## config.mk

```make
export PLATFORM = sky130hd
export DESIGN_NAME = laser_bank
export DESIGN_NICKNAME = d
export VERILOG_FILES = /design/src/rtl/laser_pkg.sv /design/src/rtl/laser_slot.sv /design/src/rtl/laser_bank.sv
export SDC_FILE = /design/constraint.sdc
export NUM_CORES = 2
export LEC_CHECK = 0
export CAP_MARGIN = 10
export CORE_MARGIN = 5
export CORE_UTILIZATION = 40
export DETAILED_ROUTE_END_ITERATION = 8
export PLACE_DENSITY_LB_ADDON = 0.3
export SYNTH_ARGS = -nofsm -noshare
export SYNTH_HDL_FRONTEND = slang
export SYNTH_HIERARCHICAL = 1
export SYNTH_SLANG_ARGS = --single-unit
```

## constraint.sdc

```tcl
create_clock -name clk -period 25.3 [get_ports clk]
set_clock_uncertainty 0.1 [all_clocks]
set_input_delay 5.06 -clock clk [delete_from_list [all_inputs] [get_ports clk]]
set_output_delay 5.06 -clock clk [all_outputs]
set_load 0.02 [all_outputs]
```

## src/rtl/laser_pkg.sv

```systemverilog
// ---------------------------------------------------------------------------
// laser_pkg
//   Shared definitions for the multi-shot laser bank:
//     - pixel colour codes driven onto colorLaser
//     - slot state encoding (2 bits)
//     - default geometry and timing constants
//     - START_Y derivation and a counter-width helper
// ---------------------------------------------------------------------------
package laser_pkg;

    localparam int unsigned COORD_W = 10;   // screen coordinate width
    localparam int unsigned DIST_W  = 22;   // squared-distance width
    localparam int unsigned COLOR_W = 3;

    // Pixel colour codes
    localparam logic [COLOR_W-1:0] BACKGROUND = 3'd0;
    localparam logic [COLOR_W-1:0] HIT        = 3'd1;
    localparam logic [COLOR_W-1:0] LASER      = 3'd3;

    // Per-slot life cycle
    typedef enum logic [1:0] {
        IDLE      = 2'd0,
        FLYING    = 2'd1,
        EXPLODING = 2'd2
    } slot_state_e;

    // Default geometry / timing
    localparam int unsigned DEF_NUM_LASERS    = 4;
    localparam int unsigned DEF_COOLDOWN      = 20;
    localparam int unsigned DEF_FLASH_TICKS   = 8;
    localparam int unsigned DEF_RADIUS        = 7;
    localparam int unsigned DEF_STEP_MOTION   = 1;
    localparam int unsigned DEF_SCREEN_HEIGHT = 480;
    localparam int unsigned DEF_SHIP_HEIGHT   = 30;
    localparam int unsigned DEF_V_OFFSET      = 10;

    // Launch height: the disc sits just above the ship, whose top edge is
    // SHIP_HEIGHT + V_OFFSET above the bottom of the screen.
    function automatic int unsigned start_y(input int unsigned screen_h,
                                            input int unsigned ship_h,
                                            input int unsigned v_off,
                                            input int unsigned radius);
        return screen_h - v_off - ship_h - radius;
    endfunction

    // Width of a down-counter holding 0..max_val; never narrower than 1 bit.
    function automatic int unsigned cnt_w(input int unsigned max_val);
        return (max_val < 2) ? 1 : $clog2(max_val + 1);
    endfunction

endpackage

```

## src/rtl/laser_slot.sv

```systemverilog
// ---------------------------------------------------------------------------
// laser_slot
//   One laser slot: life-cycle FSM (IDLE -> FLYING -> EXPLODING/IDLE),
//   position registers, hit-flash counter and the disc hit test for the
//   current pixel.
//
// Ports
//   clk         in   pixel clock
//   reset       in   synchronous, active-low reset
//   enable      in   motion tick (one cycle per frame)
//   launch_i    in   allocator picked this slot this cycle (only while IDLE)
//   launch_x_i  in   x to load on launch (gun centre)
//   kill_i      in   collision strobe, honoured only while FLYING
//   hPos_i      in   current pixel x
//   vPos_i      in   current pixel y
//   state_o     out  current slot state
//   x_o, y_o    out  current disc centre (0,0 while IDLE)
//   hit_o       out  current pixel lies inside a non-IDLE disc (combinational)
// ---------------------------------------------------------------------------
module laser_slot
    import laser_pkg::*;
#(
    parameter int unsigned FLASH_TICKS = DEF_FLASH_TICKS,
    parameter int unsigned RADIUS      = DEF_RADIUS,
    parameter int unsigned STEP_MOTION = DEF_STEP_MOTION,
    parameter int unsigned START_Y     = 433
) (
    input  logic               clk,
    input  logic               reset,
    input  logic               enable,
    input  logic               launch_i,
    input  logic [COORD_W-1:0] launch_x_i,
    input  logic               kill_i,
    input  logic [COORD_W-1:0] hPos_i,
    input  logic [COORD_W-1:0] vPos_i,
    output slot_state_e        state_o,
    output logic [COORD_W-1:0] x_o,
    output logic [COORD_W-1:0] y_o,
    output logic               hit_o
);

    localparam int unsigned FLASH_W = cnt_w(FLASH_TICKS);

    localparam logic [COORD_W-1:0] STEP_Y   = COORD_W'(STEP_MOTION);
    localparam logic [COORD_W-1:0] LAUNCH_Y = COORD_W'(START_Y);
    localparam logic [FLASH_W-1:0] FLASH_LD = FLASH_W'(FLASH_TICKS);
    localparam logic [DIST_W-1:0]  R_SQ     = DIST_W'(RADIUS * RADIUS);

    slot_state_e        state_q, state_d;
    logic [COORD_W-1:0] x_q, x_d;
    logic [COORD_W-1:0] y_q, y_d;
    logic [FLASH_W-1:0] flash_q, flash_d;

    // State register
    always_ff @(posedge clk) begin
        if (!reset) begin
            state_q <= IDLE;
            x_q     <= '0;
            y_q     <= '0;
            flash_q <= '0;
        end else begin
            state_q <= state_d;
            x_q     <= x_d;
            y_q     <= y_d;
            flash_q <= flash_d;
        end
    end

    // Next state. A kill takes priority over motion, so a killed disc
    // freezes at the position it had when the strobe arrived.
    always_comb begin
        state_d = state_q;
        x_d     = x_q;
        y_d     = y_q;
        flash_d = flash_q;
        unique case (state_q)
            IDLE: begin
                if (launch_i) begin
                    state_d = FLYING;
                    x_d     = launch_x_i;
                    y_d     = LAUNCH_Y;
                end
            end
            FLYING: begin
                if (kill_i) begin
                    state_d = EXPLODING;
                    flash_d = FLASH_LD;
                end else if (enable) begin
                    // Leaving at y <= STEP keeps y from wrapping past 0.
                    if (y_q > STEP_Y) begin
                        y_d = y_q - STEP_Y;
                    end else begin
                        state_d = IDLE;
                        x_d     = '0;
                        y_d     = '0;
                    end
                end
            end
            EXPLODING: begin
                if (enable) begin
                    // The tick that takes the counter to zero frees the slot.
                    if (flash_q <= FLASH_W'(1)) begin
                        state_d = IDLE;
                        x_d     = '0;
                        y_d     = '0;
                        flash_d = '0;
                    end else begin
                        flash_d = flash_q - FLASH_W'(1);
                    end
                end
            end
            default: begin
                state_d = IDLE;
                x_d     = '0;
                y_d     = '0;
                flash_d = '0;
            end
        endcase
    end

    // Outputs: state, position and the disc hit test.
    logic signed [COORD_W:0]  dx, dy;
    logic signed [DIST_W-1:0] dx_w, dy_w;
    logic        [DIST_W-1:0] d_sq;

    always_comb begin
        state_o = state_q;
        x_o     = x_q;
        y_o     = y_q;
        dx      = $signed({1'b0, hPos_i}) - $signed({1'b0, x_q});
        dy      = $signed({1'b0, vPos_i}) - $signed({1'b0, y_q});
        dx_w    = DIST_W'(dx);
        dy_w    = DIST_W'(dy);
        // Max 2*1023^2 fits in 22 bits, so the truncated products are exact.
        d_sq    = $unsigned(dx_w * dx_w) + $unsigned(dy_w * dy_w);
        hit_o   = (state_q != IDLE) && (d_sq < R_SQ);
    end

endmodule

```

## src/rtl/laser_bank.sv

```systemverilog
// ---------------------------------------------------------------------------
// laser_bank
//   NUM_LASERS independent laser slots with a rate-limited launcher and a
//   registered per-pixel colour output for the pixel mux.
//
// Ports
//   clk           in   pixel clock
//   reset         in   synchronous, active-low reset
//   enable        in   motion tick, one cycle per frame
//   fire          in   fire request, level-sensitive
//   killingAlien  in   per-slot kill strobe from the collision logic
//   gunPosition   in   gun x centre, used as launch x
//   hPos, vPos    in   current pixel coordinates
//   xLaser        out  per-slot x; slot i occupies bits [10i+9:10i]
//   yLaser        out  per-slot y, same packing
//   aliveMask     out  1 = slot FLYING (collision eligible)
//   fireAccepted  out  one-cycle pulse, coincident with the new slot appearing
//   colorLaser    out  colour for (hPos,vPos), one cycle latency
// ---------------------------------------------------------------------------
module laser_bank
    import laser_pkg::*;
#(
    parameter int unsigned NUM_LASERS    = DEF_NUM_LASERS,
    parameter int unsigned COOLDOWN      = DEF_COOLDOWN,
    parameter int unsigned FLASH_TICKS   = DEF_FLASH_TICKS,
    parameter int unsigned RADIUS        = DEF_RADIUS,
    parameter int unsigned STEP_MOTION   = DEF_STEP_MOTION,
    parameter int unsigned SCREEN_HEIGHT = DEF_SCREEN_HEIGHT,
    parameter int unsigned SHIP_HEIGHT   = DEF_SHIP_HEIGHT,
    parameter int unsigned V_OFFSET      = DEF_V_OFFSET
) (
    input  logic                               clk,
    input  logic                               reset,
    input  logic                               enable,
    input  logic                               fire,
    input  logic [NUM_LASERS-1:0]              killingAlien,
    input  logic [COORD_W-1:0]                 gunPosition,
    input  logic [COORD_W-1:0]                 hPos,
    input  logic [COORD_W-1:0]                 vPos,
    output logic [NUM_LASERS-1:0][COORD_W-1:0] xLaser,
    output logic [NUM_LASERS-1:0][COORD_W-1:0] yLaser,
    output logic [NUM_LASERS-1:0]              aliveMask,
    output logic                               fireAccepted,
    output logic [COLOR_W-1:0]                 colorLaser
);

    localparam int unsigned START_Y = start_y(SCREEN_HEIGHT, SHIP_HEIGHT,
                                              V_OFFSET, RADIUS);
    localparam int unsigned CD_W    = cnt_w(COOLDOWN);
    localparam logic [CD_W-1:0] CD_LD = CD_W'(COOLDOWN);

    slot_state_e               slot_state [NUM_LASERS];
    logic [NUM_LASERS-1:0]     slot_hit;
    logic [NUM_LASERS-1:0]     slot_idle;
    logic [NUM_LASERS-1:0]     launch;
    logic                      accept;

    logic [CD_W-1:0]           cool_q, cool_d;
    logic                      fire_acc_q;
    logic [COLOR_W-1:0]        color_q, color_d;

    // Slot array
    for (genvar g = 0; g < NUM_LASERS; g++) begin : g_slot
        laser_slot #(
            .FLASH_TICKS (FLASH_TICKS),
            .RADIUS      (RADIUS),
            .STEP_MOTION (STEP_MOTION),
            .START_Y     (START_Y)
        ) u_slot (
            .clk        (clk),
            .reset      (reset),
            .enable     (enable),
            .launch_i   (launch[g]),
            .launch_x_i (gunPosition),
            .kill_i     (killingAlien[g]),
            .hPos_i     (hPos),
            .vPos_i     (vPos),
            .state_o    (slot_state[g]),
            .x_o        (xLaser[g]),
            .y_o        (yLaser[g]),
            .hit_o      (slot_hit[g])
        );
    end

    // Allocator: lowest-index IDLE slot. slot_idle reflects registered
    // state, so a slot freed this cycle only becomes eligible next cycle.
    always_comb begin
        logic found;
        found  = 1'b0;
        launch = '0;
        for (int i = 0; i < NUM_LASERS; i++) begin
            slot_idle[i] = (slot_state[i] == IDLE);
            aliveMask[i] = (slot_state[i] == FLYING);
        end
        // A drop (all busy) leaves the cooldown untouched.
        accept = fire && (cool_q == '0) && (|slot_idle);
        for (int i = 0; i < NUM_LASERS; i++) begin
            if (accept && slot_idle[i] && !found) begin
                launch[i] = 1'b1;
                found     = 1'b1;
            end
        end
    end

    // Cooldown: a fresh load takes precedence over a same-cycle tick.
    always_comb begin
        cool_d = cool_q;
        if (accept) begin
            cool_d = CD_LD;
        end else if (enable && (cool_q != '0)) begin
            cool_d = cool_q - CD_W'(1);
        end
    end

    // Colour priority: scan high to low so the lowest hitting slot wins.
    always_comb begin
        color_d = BACKGROUND;
        for (int i = NUM_LASERS - 1; i >= 0; i--) begin
            if (slot_hit[i]) begin
                color_d = (slot_state[i] == FLYING) ? LASER : HIT;
            end
        end
    end

    always_ff @(posedge clk) begin
        if (!reset) begin
            cool_q     <= '0;
            fire_acc_q <= 1'b0;
            color_q    <= BACKGROUND;
        end else begin
            cool_q     <= cool_d;
            fire_acc_q <= accept;
            color_q    <= color_d;
        end
    end

    assign fireAccepted = fire_acc_q;
    assign colorLaser   = color_q;

endmodule
```

==> impl_metrics.py <==
metrics = {
    "run_status": {
        "status": "finished, final reports clean",
    },
    "setup_path": {
        "crit_fanout": 17,
        "crit_required_ps": 25480,
        "rr_startpoint": "g_slot[1].u_slot/y_o[0]",
        "path_class": "in -> reg",
        "cp-startpoint": "vPos[0]",
        "cp-endpoint": "colorLaser[1]",
        "cp-start-kind": "input port",
        "path_common_cell": "fa_1",
        "max_stage_delay_ps": 720,
        "reg2reg_depth": 34,
        "cp_slowest_cell": "clkdlybuf4s50_1",
        "r2r-end": "colorLaser[1]",
        "r2r_setup_slack_ps": 14590,
        "cp-end-kind": "register",
        "crit_arrival_ps": 15840,
    },
    "clock_network": {
        "clockRootBuffer": "clkbuf_16",
        "ctsHoldBuffers": 0,
        "path_clk_slew_ps": 80,
        "tritoncts": "yes",
        "post_cts_resized": 0,
        "numCtsBuffers": 9,
        "clk_latency_ps": 380,
        "post_cts_buffers": 0,
        "clk_path_buf_depth": 2,
        "h-tree-depth": 3,
        "cts_sinks": 112,
    },
    "timing": {
        "final.setup.tns_ps": 0,
        "worst_slew_pin_slew_ps": 1190,
        "slew_viol_final": 0,
        "fin_ws_ps": 9640,
        "fmax_mhz": 63.8,
        "period_share_pct": 61.9,
        "rsz0062_at_grt": "false",
        "timing.final.crit_period_ps": 15660,
        "finalSetupViolCount": 0,
        "relSlewSlack_pct": 20.0,
        "hold_violations": 0,
    },
    "grt": {
        "grt_max_degree": 72,
        "grt_pass1_vias": 33200,
        "antenna_found_initial": 2,
        "grt_pass1_wl_mm": 185,
        "grt_usage_pct": 20.8,
        "overflow": 0,
    },
    "routing": {
        "vias": 31900,
        "highest_layer": "met4",
        "dr.pass1.iters": 5,
        "wl_met3_mm": 8.74,
        "drtIter0Drc": 1825,
        "drc_errors": 0,
        "met1_length_mm": 51.3,
        "drt_wl_total_mm": 115,
        "drtAntennaViolNets": 0,
        "via_per_inst": 5.02,
        "wl_met2_mm": 52.6,
        "wl_per_cell_um": 18.0,
    },
    "floorplanning": {
        "initial_core_util_pct": 40.2,
        "core_um2": 107000,
        "core.rowCount": 120,
        "die_height_um": 338,
        "fp.dieW_um": 338,
        "num_io_pins": 126,
        "die-area_um2": 114000,
    },
    "yosys": {
        "synth_fp_nets": 6277,
        "synth-async-reset-ratio_pct": 0,
        "syn_inst": 4854,
        "synth_edf_count": 0,
        "syn_area_um2": 42900,
        "yosysWarnings": 6,
        "syn_area_per_cell_um2": 8.84,
        "yosysUniqueCellTypes": 103,
        "ys.flop_type": "dfxtp_1",
        "synth-seq-area-share_pct": 5.23,
        "ys_ff_latch": 112,
    },
    "finish": {
        "seq_area_um2": 2240,
        "n_fill_cell": 10600,
        "syn2layout_area_growth_pct": 7.80,
        "n_antenna_cell": 0,
        "drive_above_1_share_pct": 2.66,
        "nets": 6374,
        "multi_input_area_um2": 35400,
    },
    "place": {
        "post-place-ws_ps": 9340,
        "io_buffer_count": 124,
        "gp_congestion": 0.889,
        "dp_hpwl_mm": 101,
    },
    "hold_path": {
        "min_path_type": "reg -> reg",
    },
    "job": {
        "drv_cap": 0,
    },
}
[synth_stat cells (all sizes together) (5+ instances only)]
library cell / number / area, µm²
nand3b: 8 / 60.1
o21a: 26 / 195
o211ai: 16 / 125
clkbuf: 72 / 270
xor2: 56 / 513
nand2b: 30 / 188
o31ai: 10 / 80.1
and2: 62 / 389
buf: 15 / 82.6
o22ai: 5 / 31.3
o2111ai: 9 / 78.8
a21o: 39 / 293
o21ai: 145 / 729
a211o: 9 / 78.8
fa: 944 / 18900
o31a: 10 / 88.8
and3: 5 / 31.3
nand4: 15 / 93.8
a2111oi: 9 / 98.8
nor2: 394 / 1490
o311ai: 6 / 85.1
or3: 15 / 93.8
a211oi: 17 / 143
nor3: 64 / 330
nor2b: 65 / 407
mux2i: 13 / 130
nor4: 23 / 150
a31oi: 10 / 62.6
xnor2: 129 / 1140
a21oi: 121 / 621
clkinv: 5 / 18.8
nor3b: 12 / 90.1
nand2: 432 / 1620
dfxtp: 112 / 2240
o21bai: 8 / 60.1
nand3: 59 / 295
a21boi: 56 / 420
inv: 1308 / 4910
ha: 441 / 5520
[final cells by class]
cell class,count,share of cell area [%]
Multi-Input combinational cell,3342,76.5
Clock buffer,10,0.517
Clock inverter,6,0.187
Inverter,1313,10.7
Timing Repair Buffer,173,3.47
Sequential cell,112,4.85
Tap cell,1403,3.80
[how the worst min path moves through the flow]
stage,from,end,slack (ps),depth (start not counted)
6_report,g_slot[3].u_slot/x_o[3],g_slot[3].u_slot/x_o[3],390,2
3_5_place_dp,g_slot[3].u_slot/x_o[3],g_slot[3].u_slot/x_o[3],380,2
5_1_grt,g_slot[0].u_slot/x_o[1],g_slot[0].u_slot/x_o[1],400,2
2_1_floorplan,cool_q[0],cool_q[0],380,2
3_3_place_gp,g_slot[3].u_slot/x_o[3],g_slot[3].u_slot/x_o[3],370,2
4_1_cts,g_slot[2].u_slot/x_o[0],g_slot[2].u_slot/x_o[0],390,2
[metrics by stage]
| step | hold slack (ps) | utilization, % | instances | instance area, µm² |
|---|---|---|---|---|
| floorplan | 381 | - | 4854 | 42900 |
| global placement | 369 | 43.0 | 6342 | 45900 |
| detailed placement | 382 | 43.0 | 6342 | 45900 |
| CTS | 394 | 43.3 | 6358 | 46200 |
| global route | 405 | 43.3 | 6359 | 46300 |
| finish | 391 | 43.3 | 6359 | 46300 |
[layer usage]
layer	GRT usage, %	vias up
met3	4.52	89
li1	-	14900
met5	0	-
met2	33.6	769
met4	3.58	0
met1	29.3	16200
[layout by cell type (no fill, tap or decap), types with 10 or more instances in the layout]
cell             instances
inv_1                 1290
fa_1                   944
ha_1                   441
nand2_1                432
nor2_1                 391
o21ai_0                128
xnor2_1                125
clkdlybuf4s50_1        123
a21oi_1                117
dfxtp_1                112
nor2b_1                 65
nor3_1                  62
and2_1                  61
nand3_1                 59
xor2_1                  53
buf_4                   49
a21boi_0                43
a21o_1                  39
nand2b_1                30
o21a_1                  26
nor4_1                  22
inv_2                   18
o21ai_1                 16
o211ai_1                15
or3_1                   15
nand4_1                 15
a211oi_1                14
mux2i_1                 13
a21boi_1                13
nor3b_1                 12
a31oi_1                 10
[state kept, by name, indices dropped and copies added, names as in the netlist]
signal                 flops
g_slot.u_slot/x_o         40
g_slot.u_slot/y_o         40
g_slot.u_slot/flash_q     16
g_slot.u_slot/state_o      8
cool_q                     5
colorLaser                 2
fireAccepted               1
[cell families (layout without fill, tap and decap cells)]
family	count (synthesis)	count (layout)	synth area share, %
AOI/OAI and AO/OA	539	539	8.37
xor gates and xnor gates	186	186	3.92
adders and majority gates	1385	1385	56.9
buffers and inverters	1400	1502	12.3
DFF	112	112	5.23
muxes	15	15	0.356
other	1	1	0.00874
and+or+nand+nor	1216	1216	12.9
[worst max-delay path: cells and delay by family]
family | cells | cell delay (ps)
buf+inv | 7 | 2210
compound gates | 10 | 3190
fa+ha+maj | 10 | 4540
simple gates | 5 | 820
Power is left out: the tool's default activity adds up to more than one toggle a clock period on the data nets, which glitch-free logic cannot reach.
